<file path="src/rtl/pipeline_pkg.sv">
// Shared state encoding, constants and helpers for the pipeline front end.
package pipeline_pkg;

   typedef enum logic [1:0] {
      ST_FETCH = 2'd0,
      ST_HOLD  = 2'd1,
      ST_KILL  = 2'd2,
      ST_IDLE  = 2'd3   // reached only when misaligned-fetch exceptions are built in
   } fetch_state_e;

   localparam logic [31:0] NOP_INSTR    = 32'h0000_0000;
   localparam logic [31:0] DEF_RESET_PC = 32'h8000_0000;
   localparam logic [31:0] DEF_IRQ_VEC  = 32'h8000_0004;
   localparam logic [31:0] DEF_EXC_VEC  = 32'h8000_0008;

   function automatic logic [31:0] pc_plus4(input logic [31:0] pc);
      return pc + 32'd4;
   endfunction

endpackage

</file>
<file path="src/rtl/ifid_reg.sv">
// IF/ID pipeline register: load beats bubble, otherwise the contents are held.
module ifid_reg
   import pipeline_pkg::*;
(
   input  logic        clk,
   input  logic        reset,
   input  logic        load_i,
   input  logic        bubble_i,
   input  logic [31:0] instr_i,
   input  logic [31:0] pc_i,
   input  logic        addr_exc_i,
   output logic [31:0] instr_o,
   output logic [31:0] pc_o,
   output logic        valid_o,
   output logic        addr_exc_o
);

   // NOTE: sequential state uses non-blocking assignments so every register
   // samples pre-edge values regardless of process evaluation order.
   always_ff @(posedge clk) begin
      if (!reset) begin
         instr_o    <= NOP_INSTR;
         pc_o       <= '0;
         valid_o    <= 1'b0;
         addr_exc_o <= 1'b0;
      end else if (load_i) begin
         instr_o    <= instr_i;
         pc_o       <= pc_i;
         valid_o    <= 1'b1;
         addr_exc_o <= addr_exc_i;
      end else if (bubble_i) begin
         instr_o    <= NOP_INSTR;
         pc_o       <= '0;
         valid_o    <= 1'b0;
         addr_exc_o <= 1'b0;
      end
   end

endmodule

</file>
<file path="src/rtl/fetch_unit.sv">
// Instruction fetch stage: PC, imem handshake and IF/ID register, no delay slot.
// Build option IF_MISALIGN_EXC_EN: flag misaligned redirect targets instead of aligning them.
module fetch_unit
   import pipeline_pkg::*;
#(
   parameter logic [31:0] RESET_PC = DEF_RESET_PC,
   parameter logic [31:0] IRQ_VEC  = DEF_IRQ_VEC,
   parameter logic [31:0] EXC_VEC  = DEF_EXC_VEC
) (
   input  logic        clk,
   input  logic        reset,
   output logic        imem_req,
   output logic [31:0] imem_addr,
   input  logic        imem_ready,
   input  logic [31:0] imem_rdata,
   input  logic        stall,
   input  logic        redirect,
   input  logic [31:0] redirect_target,
   input  logic        exc_redirect,
   input  logic        exc_is_irq,
   output logic [31:0] IFID_Instruction,
   output logic [31:0] IFID_PC,
   output logic        IFID_Valid,
   output logic        IFID_AddrExc
);

   fetch_state_e state_q, state_d;
   logic [31:0]  pc_q, pc_d;
   logic [31:0]  pc_next_q, pc_next_d;
   logic [31:0]  buf_q, buf_d;

   logic         take_redir;
   logic [31:0]  raw_tgt, redir_tgt;
   logic         ifid_load, ifid_bubble, ifid_exc;
   logic [31:0]  ifid_instr, ifid_pc;
`ifdef IF_MISALIGN_EXC_EN
   logic         misalign;
`endif

   always_comb begin
      take_redir = exc_redirect | redirect;
      raw_tgt    = redirect_target;
      if (exc_redirect) raw_tgt = exc_is_irq ? IRQ_VEC : EXC_VEC;
`ifdef IF_MISALIGN_EXC_EN
      redir_tgt = raw_tgt;
      misalign  = !exc_redirect && redirect && (redirect_target[1:0] != 2'b00);
`else
      redir_tgt = raw_tgt & 32'hFFFF_FFFC;
`endif
   end

   assign imem_req  = reset && ((state_q == ST_FETCH) || (state_q == ST_KILL));
   assign imem_addr = pc_q;

   // NOTE: every variable driven here gets a default first, so no path can
   // leave one unassigned and infer a latch.
   always_comb begin
      state_d     = state_q;
      pc_d        = pc_q;
      pc_next_d   = pc_next_q;
      buf_d       = buf_q;
      ifid_load   = 1'b0;
      ifid_bubble = 1'b0;
      ifid_instr  = NOP_INSTR;
      ifid_pc     = pc_q;
      ifid_exc    = 1'b0;

`ifdef IF_MISALIGN_EXC_EN
      if (state_q == ST_IDLE) begin
         if (exc_redirect) begin
            pc_d        = redir_tgt;
            state_d     = ST_FETCH;
            ifid_bubble = 1'b1;
         end else begin
            ifid_bubble = !stall;
         end
      end else if (misalign) begin
         // Any outstanding request is abandoned, as on reset.
         ifid_load = 1'b1;
         ifid_pc   = redirect_target;
         ifid_exc  = 1'b1;
         state_d   = ST_IDLE;
      end else
`endif
      if (take_redir) begin
         ifid_bubble = 1'b1;
         if ((state_q != ST_HOLD) && !imem_ready) begin
            pc_next_d = redir_tgt;
            state_d   = ST_KILL;
         end else begin
            pc_d    = redir_tgt;
            state_d = ST_FETCH;
         end
      end else begin
         unique case (state_q)
            ST_FETCH: begin
               if (imem_ready && !stall) begin
                  ifid_load  = 1'b1;
                  ifid_instr = imem_rdata;
                  pc_d       = pc_plus4(pc_q);
               end else if (imem_ready) begin
                  buf_d   = imem_rdata;
                  state_d = ST_HOLD;
               end else begin
                  ifid_bubble = !stall;
               end
            end
            ST_HOLD: begin
               if (!stall) begin
                  ifid_load  = 1'b1;
                  ifid_instr = buf_q;
                  pc_d       = pc_plus4(pc_q);
                  state_d    = ST_FETCH;
               end
            end
            ST_KILL: begin
               ifid_bubble = !stall;
               if (imem_ready) begin
                  pc_d    = pc_next_q;
                  state_d = ST_FETCH;
               end
            end
            default: state_d = ST_FETCH;
         endcase
      end
   end

   // NOTE: the instruction buffer is a plain register, so it is cleared on
   // reset along with the rest of the state.
   always_ff @(posedge clk) begin
      if (!reset) begin
         state_q   <= ST_FETCH;
         pc_q      <= RESET_PC;
         pc_next_q <= '0;
         buf_q     <= '0;
      end else begin
         state_q   <= state_d;
         pc_q      <= pc_d;
         pc_next_q <= pc_next_d;
         buf_q     <= buf_d;
      end
   end

   ifid_reg u_ifid_reg (
      .clk        (clk),
      .reset      (reset),
      .load_i     (ifid_load),
      .bubble_i   (ifid_bubble),
      .instr_i    (ifid_instr),
      .pc_i       (ifid_pc),
      .addr_exc_i (ifid_exc),
      .instr_o    (IFID_Instruction),
      .pc_o       (IFID_PC),
      .valid_o    (IFID_Valid),
      .addr_exc_o (IFID_AddrExc)
   );

endmodule

</file>
<file path="config.mk">
export PLATFORM = sky130hd
export DESIGN_NAME = fetch_unit
export DESIGN_NICKNAME = d
export VERILOG_FILES = /design/src/rtl/pipeline_pkg.sv /design/src/rtl/ifid_reg.sv /design/src/rtl/fetch_unit.sv
export SDC_FILE = /design/constraint.sdc
export NUM_CORES = 1
export LEC_CHECK = 0
export ABC_AREA = 1
export BUFFER_PORTS_ARGS = -buffer_cell sky130_fd_sc_hd__buf_2
export CAP_MARGIN = 20
export CORE_MARGIN = 1.5
export CORE_UTILIZATION = 45
export CTS_CLUSTER_DIAMETER = 100
export DETAILED_ROUTE_END_ITERATION = 6
export PLACE_DENSITY = 0.79
export RECOVER_POWER = 100
export SLEW_MARGIN = 20
export SYNTH_ARGS = -nofsm -noshare
export SYNTH_HDL_FRONTEND = slang
export SYNTH_SLANG_ARGS = --single-unit
</file>
<file path="constraint.sdc">
create_clock -name clk -period 5.1 [get_ports clk]
set_input_delay 0.255 -clock clk [delete_from_list [all_inputs] [get_ports clk]]
set_output_delay 0.255 -clock clk [all_outputs]
set_load 0.005 [all_outputs]
</file>
==> results.md, run 1 <==
- Largest net degree at the start of global routing: 62
- Metal3 WL: ~1.8 mm
- Comb power frac: 12.3%
- Cts repair resizes: 0
- Top cell type's share of synthesized area: approximately two fifths
- DIE AREA: about 18,000 µm²
- Worst Hold Class: in -> reg
- Dpl hpwl: 14.1 mm
- CP endpoint kind: flip-flop
- Vias per inst: 5.44
- Die Y: 133 µm
- Post-synth top cells: 275 x nand2_1, 186 x a21oi_1, 157 x dfxtp_1
- Overflow after GRT: 0
- Fillers: about 1,600
- Pwr dens: between 300 and 400 nW/µm²
- Synthesized flop and latch total: 157
- Clk pin slew, worst setup/hold paths: ~70 ps
- Peak supply drop: 0.246 mV
- Synth Warn #: 0
- Fin cells: 1,462
- CP max FO: between 40 and 50
- Cells after DPL: 1,427
- CP required: ~5400 ps
- Root buf cell: clkbuf_16
- Core area: between 15,000 and 20,000 µm²
- Initial Util: 46.0%
- Post-CTS Setup Bufs: 0
- Clk_lat worst skew: between 400 and 500 ps
- R2R Path Start: state_q[1]$_SDFFE_PN0P_
- Cell internal pwr: between 2 and 2.5 mW
- Leading post-synthesis cells by cell area: dfxtp_1 41%, nand2_1 14%, a21oi_1 12%
- Post-synthesis sequential area ratio: a little over 40%
- Placed cell area: 8380 µm²
- Die X-Extent: between 100 and 150 µm
- Clock power share: 42.0%
- Vias in the first global route: a little over 7,000
- Setup_tns: 0 ps
- Unrepaired setup endpoints after global routing: false
- Sequential Area: 3140 µm²
- Pre-Repair DR Iteration Count: 5
- Leakage: 3.53 nW
- Global Route Usage Sum: around a quarter
- Clock buffers created by TritonCTS: 17
- Boundary pin count: 170
- Slew HR: -6.11%
- Final Max Tran Viols: 43
- Mapped Cells: between 1,000 and 1,500
- I/O Buffers: about 160
- H-tree Lvls: 4
- Synth Area per Inst: just under 7 µm²
- Hold Fails Final Rpt: 0
- Multi-input combinational cell area: 3740 µm²
- Slack of the critical path: between 1000 and 1500 ps
- Clk_skew: 12.0 ps
- Maximum clock insertion buffer count: 2
- Most numerous cell in the Yosys netlist: nand2_1
- Hold Path Sink: pc_next_q[7]$_SDFFE_PN0P_
- Fin crit period: around 3800 ps
- Site Rows: 47
- CTS Sinks: ~160
- Total number of vias: 7,950
- Wl on met1: between 9 and 10 mm
- Hold Path Depth: 3
- CP Class: reg -> reg
- # DRC: 0
- Final worst path period share: about three quarters
- RePlAce Congestion: about 0.90
- Seq pwr share: a little under half
- Count of different cell masters after synthesis: 35
- Hold_buf cts: 0
- WL per Instance: between 15 and 20 µm
- Post-synth top flop: dfxtp_1
- CTS tree: done
- Min-delay src: redirect_target[7]
- F_max: ~270 MHz
- Startpoint Class: flip-flop
- Endpoints failing setup: 0
- Outcome: finished with violations
- Max-Cap Viols: 1
- Terminus of the critical flop-to-flop path: imem_addr[10]$_SDFFE_PN0P_
- First-pass GRT wire length: between 30 and 40 mm
- Internal reg-to-reg setup slack: between 1000 and 1500 ps
- Layout cells sized above 1: ~15%
- Synth-to-Final Area Change: 17.2%
- Final hold slack: roughly 110 ps
- Util after Layout: between 50 and 60%
- Post-Syn Area: 7600 µm²
- Antenna violations before repair: 2
- Sw Pwr: about 0.86 mW
- DR top layer: met4
- FF-to-FF path depth: 13
- Fin area: 8900 µm²
- Post-synth top area cell: dfxtp_1
- Synth async-reset ratio: 0%
- Worst Max-Slew Pin Slew: around 1600 ps
- Pwr Total: 2.95 mW
- Failing checks: max-capacitance violations, max-slew violations
- Initial drt markers: around 680
- Switching share of power: between 20% and 30%
- CP arrival: roughly 4000 ps
- EDFF count, synth: 0
- Layout net count: about 1,300
- Met2 routed WL: between 10 and 15 mm
- Final wirelength: between 20 and 25 mm
- Setup slack at placement: ~2100 ps
- Post-route ant nets: 0
-- state kept, by name, indices dropped and copies added, names as in the netlist --
signal,flops
pc_next_q,30
u_ifid_reg.pc_o,30
u_ifid_reg.valid_o,1
imem_addr,30
u_ifid_reg.instr_o,32
buf_q,32
state_q,2
-- critical path, cell delays in order (launching register included) --
cell,delay (ps)
dfxtp_1,330
inv_1,70
ha_1,220
nor2_2,60
buf_4,220
nand2_1,1160
nand3_1,300
nor2_4,150
buf_4,340
inv_2,350
a21oi_1,210
o21ai_0,110
nand2_1,70
inv_1,30
-- layout make-up --
class	count	area share (%)
Sequential cell	157	35.3
Clock inverter	13	1.46
Antenna cell	2	0.0562
Timing Repair Buffer	175	9.81
Multi-Input combinational cell	795	42.0
Tap cell	220	3.09
Inverter	81	3.41
Clock buffer	19	4.86
-- routing by layer --
layer	up-vias	track usage [%]
li1	3915	-
met1	3683	31.8
met2	311	39.1
met3	41	6.63
met4	0	8.30
met5	-	0
-- kinds of logic (layout without fill, tap and decap cells) --
| logic type | after synthesis | after routing | share of synthesized area [%] |
|---|---|---|---|
| and+or+nand+nor | 466 | 466 | 25.5 |
| DFF | 157 | 157 | 41.4 |
| adders and majority gates | 4 | 4 | 0.659 |
| AOI/OAI and AO/OA | 315 | 315 | 22.5 |
| other | 1 | 7 | 0.0494 |
| buffers and inverters | 162 | 288 | 9.40 |
| xor gates and xnor gates | 5 | 5 | 0.576 |
-- power by group through the flow --
| stage | registers [mW] | logic, mW | clock network [mW] |
|---|---|---|---|
| floorplan | 1.35 | 0.248 | 0 |
| global placement | 1.37 | 0.353 | 0 |
| detailed placement | 1.37 | 0.360 | 0 |
| CTS | 1.34 | 0.362 | 1.25 |
| global route | 1.35 | 0.402 | 1.30 |
| finish | 1.34 | 0.363 | 1.24 |
-- how the worst max path moves through the flow --
stage / start / endpoint / slack [ps] / depth (start not counted)
finish: state_q[1]$_SDFFE_PN0P_ / imem_addr[10]$_SDFFE_PN0P_ / 1340 / 13
global route: state_q[1]$_SDFFE_PN0P_ / imem_addr[10]$_SDFFE_PN0P_ / 1110 / 13
CTS: state_q[0]$_SDFFE_PN0P_ / u_ifid_reg.pc_o[30]$_SDFFE_PN0P_ / 2130 / 9
detailed placement: state_q[0]$_SDFFE_PN0P_ / u_ifid_reg.pc_o[9]$_SDFFE_PN0P_ / 2150 / 9
global placement: state_q[0]$_SDFFE_PN0P_ / u_ifid_reg.pc_o[27]$_SDFFE_PN0P_ / 2260 / 9
floorplan: state_q[0]$_SDFFE_PN0P_ / u_ifid_reg.pc_o[4]$_SDFFE_PN0P_ / 3370 / 11
-- cell usage in the layout (no fill, tap or decap), types with 2 or more instances in the layout --
cell | netlist | routed
nor3_1 | 2 | 2
conb_1 | 1 | 5
nand4_1 | 2 | 3
ha_1 | 4 | 4
dfxtp_1 | 157 | 157
nor2_1 | 97 | 96
nand2_1 | 275 | 276
clkinvlp_4 | 0 | 2
buf_2 | 9 | 137
buf_4 | 9 | 9
clkinv_2 | 0 | 2
o21ai_0 | 73 | 74
inv_6 | 0 | 6
clkbuf_1 | 50 | 30
a211oi_1 | 10 | 10
o31ai_1 | 34 | 34
inv_1 | 76 | 76
inv_8 | 0 | 2
xor2_1 | 3 | 3
xnor2_1 | 2 | 2
nor2_4 | 2 | 2
nor2_2 | 2 | 3
nand3b_1 | 12 | 12
o211ai_1 | 4 | 4
a21oi_1 | 186 | 186
diode_2 | 0 | 2
inv_2 | 5 | 5
o21ai_1 | 3 | 2
a22oi_1 | 2 | 2
nand3_1 | 70 | 71
clkbuf_16 | 0 | 17
(Power assumes the default switching activity.)
==> run 2, diff against run 1 <==
==> constraint.sdc (replaced) <==
create_clock -name clk -period 3.9 [get_ports clk]
set_input_delay 0.195 -clock clk [delete_from_list [all_inputs] [get_ports clk]]
set_output_delay 0.195 -clock clk [all_outputs]
set_load 0.005 [all_outputs]
==> run 2 against run 1 <==
Compared with the run above:
- the flow now finishes without violations
- sequential share of layout area is 0.099 points lower
- via count up 0.57%
- power grew 31%
- clock power rose by 31%
- first-iteration DRC count is 13% higher
- core utilization rose by 0.15 points
- worst setup slack worse by 610 ps
- critical path depth is 2 lower
- largest cell class unchanged
==> results.md, run 2 (same netlist as run 1, synthesis figures left out) <==
- # DRC: 0
- Final wirelength: 22.2 mm
- Global routing usage on met2: about two fifths
- DIE AREA: approximately 18,000 µm²
- CP arrival: 3500 ps
- Vias per inst: around 5.5
- Pwr dens: between 400 and 500 nW/µm²
- CP Class: reg -> reg
- Most frequent cells in the layout: 275 x nand2_1, 186 x a21oi_1, 157 x dfxtp_1
- Post-CTS Setup Bufs: 0
- Fin crit period: ~3200 ps
- Slew HR: 9.16%
- Initial Util: 46.0%
- Clk_lat worst skew: between 400 and 500 ps
- Antenna violations before repair: 1
- Max stage delay on crit path: approximately 760 ps
- Die X-Extent: 133 µm
- CP max FO: 42
- Met1 usage: between 30% and 40%
- Layout net count: approximately 1,300
- Endpoints failing setup: 0
- Sw Pwr: 1.12 mW
- Dpl hpwl: 13.8 mm
- WL per Instance: 15.2 µm
- Cts repair resizes: 0
- Layout cells sized above 1: between 10% and 20%
- I/O Buffers: between 150 and 200
- Cells after DPL: ~1,400
- CTS Sinks: about 160
- Post-route ant nets: 0
- Site Rows: between 40 and 50
- Boundary pin count: 170
- RePlAce Congestion: between 0.9 and 1
- Clk pin slew, worst setup/hold paths: roughly 70 ps
- Crit-path slowest cell: inv_1
- Final worst path period share: 81.4%
- Startpoint Class: flip-flop
- CP endpoint kind: flip-flop
- Peak supply drop: about 0.28 mV
- Total number of vias: ~8,000
- Leading cell type in the layout, fill and taps excluded: nand2_1
- Unrepaired setup endpoints after global routing: false
- H-tree Lvls: 4
- Leakage: between 3 and 4 nW
- Pre-Repair DR Iteration Count: 6
- Largest net degree at the start of global routing: slightly above 60
- Met3 Resource Use GR: 6.67%
- CP required: about 4200 ps
- Core area: around 17,000 µm²
- Seq pwr share: 45.5%
- Max-Cap Viols: 0
- Switching share of power: approximately 29%
- Overflow after GRT: 0
- Final Max Tran Viols: 0
- Maximum clock insertion buffer count: 2
- Setup_tns: 0 ps
- Worst Hold Class: in -> reg
- Worst Max-Slew Pin Slew: 1360 ps
- Hold_buf cts: 0
- Hold Fails Final Rpt: 0
- Comb power frac: 12.4%
- Cell mode on critical path: inv_1
- CP Cell Sequence: inv_1 -> ha_1 -> nor2_1 -> buf_4 -> nand2_4 -> nand3_1 -> nor2_4 -> inv_1 -> a21oi_1 -> nand2_1 -> inv_1
- Clk_skew: just under 10 ps
- Outcome: completed
- Setup slack at placement: 1140 ps
- Vias in the first global route: approximately 7,000
- GR peak layer: met2
- Regs by FF count: buf_q: 32 flops, u_ifid_reg.instr_o: 32 flops
- Fin cells: approximately 1,500
- Clock buffers created by TritonCTS: 17
- Final hold slack: 57.0 ps
- First-pass GRT wire length: approximately 35 mm
- Root buf cell: clkbuf_16
- Synth-to-Final Area Change: 17.5%
- CTS tree: done
- Internal reg-to-reg setup slack: roughly 730 ps
- Die Y: about 130 µm
- Cell internal pwr: 2.75 mW
- Clock power share: 42.2%
- Slack of the critical path: 726 ps
- F_max: between 300 and 400 MHz
- Initial drt markers: between 700 and 800
- Global Route Usage Sum: approximately 25%
-- run 2: changes by cell type in the layout (fill, tap and decap cells not counted), moves of 2 or more --
cell / previous run / this run
clkbuf_1: 30 / 34
inv_6: 6 / 8
inv_8: 2 / 0
buf_2: 137 / 131
-- run 2: power by group through the flow --
stage / combinational (mW) / sequential, mW / clock [mW]
3_5_place_dp: 0.474 / 1.79 / 0
4_1_cts: 0.478 / 1.75 / 1.65
6_report: 0.478 / 1.76 / 1.63
5_1_grt: 0.532 / 1.76 / 1.72
3_3_place_gp: 0.466 / 1.79 / 0
2_1_floorplan: 0.324 / 1.76 / 0
-- run 2: cell type report --
cell class,instances,area [µm²]
fill,1586,7590
multi-input combinational,795,3750
sequential,157,3140
timing repair buffer,176,890
clock buffer,19,443
inverter,81,304
tap,220,275
clock inverter,13,126
antenna,1,2.50
-- run 2: worst paths after layout --
kind / startpoint / end / cells after the start
max: state_q[1]$_SDFFE_PN0P_ / imem_addr[9]$_SDFFE_PN0P_ / 11
max reg2reg: state_q[1]$_SDFFE_PN0P_ / imem_addr[9]$_SDFFE_PN0P_ / 11
min reg2reg: buf_q[8]$_SDFFE_PN0P_ / buf_q[8]$_SDFFE_PN0P_ / 2
min: redirect_target[23] / pc_next_q[23]$_SDFFE_PN0P_ / 3
-- run 2: critical path, delay by kind of cell, from the launching register on --
family	cells	cell delay [ps]
compound gates	1	140
buf+inv	4	1220
flops	1	350
fa+ha+maj	1	220
simple gates	5	1140
-- run 2: metrics by stage --
stage	utilization, %	power [mW]	instance area, µm²
detailed placement	50.9	2.26	8400
CTS	54.3	3.88	8970
global placement	50.9	2.25	8400
floorplan	-	2.09	7610
global route	54.0	4.02	8930
finish	54.0	3.87	8930
-- run 2: metal layers --
metal  wire length (µm)  up-vias
met5                  0        -
met4                540        0
met3               2020       48
met2              10000      353
met1               9610     3689
li1                   -     3905
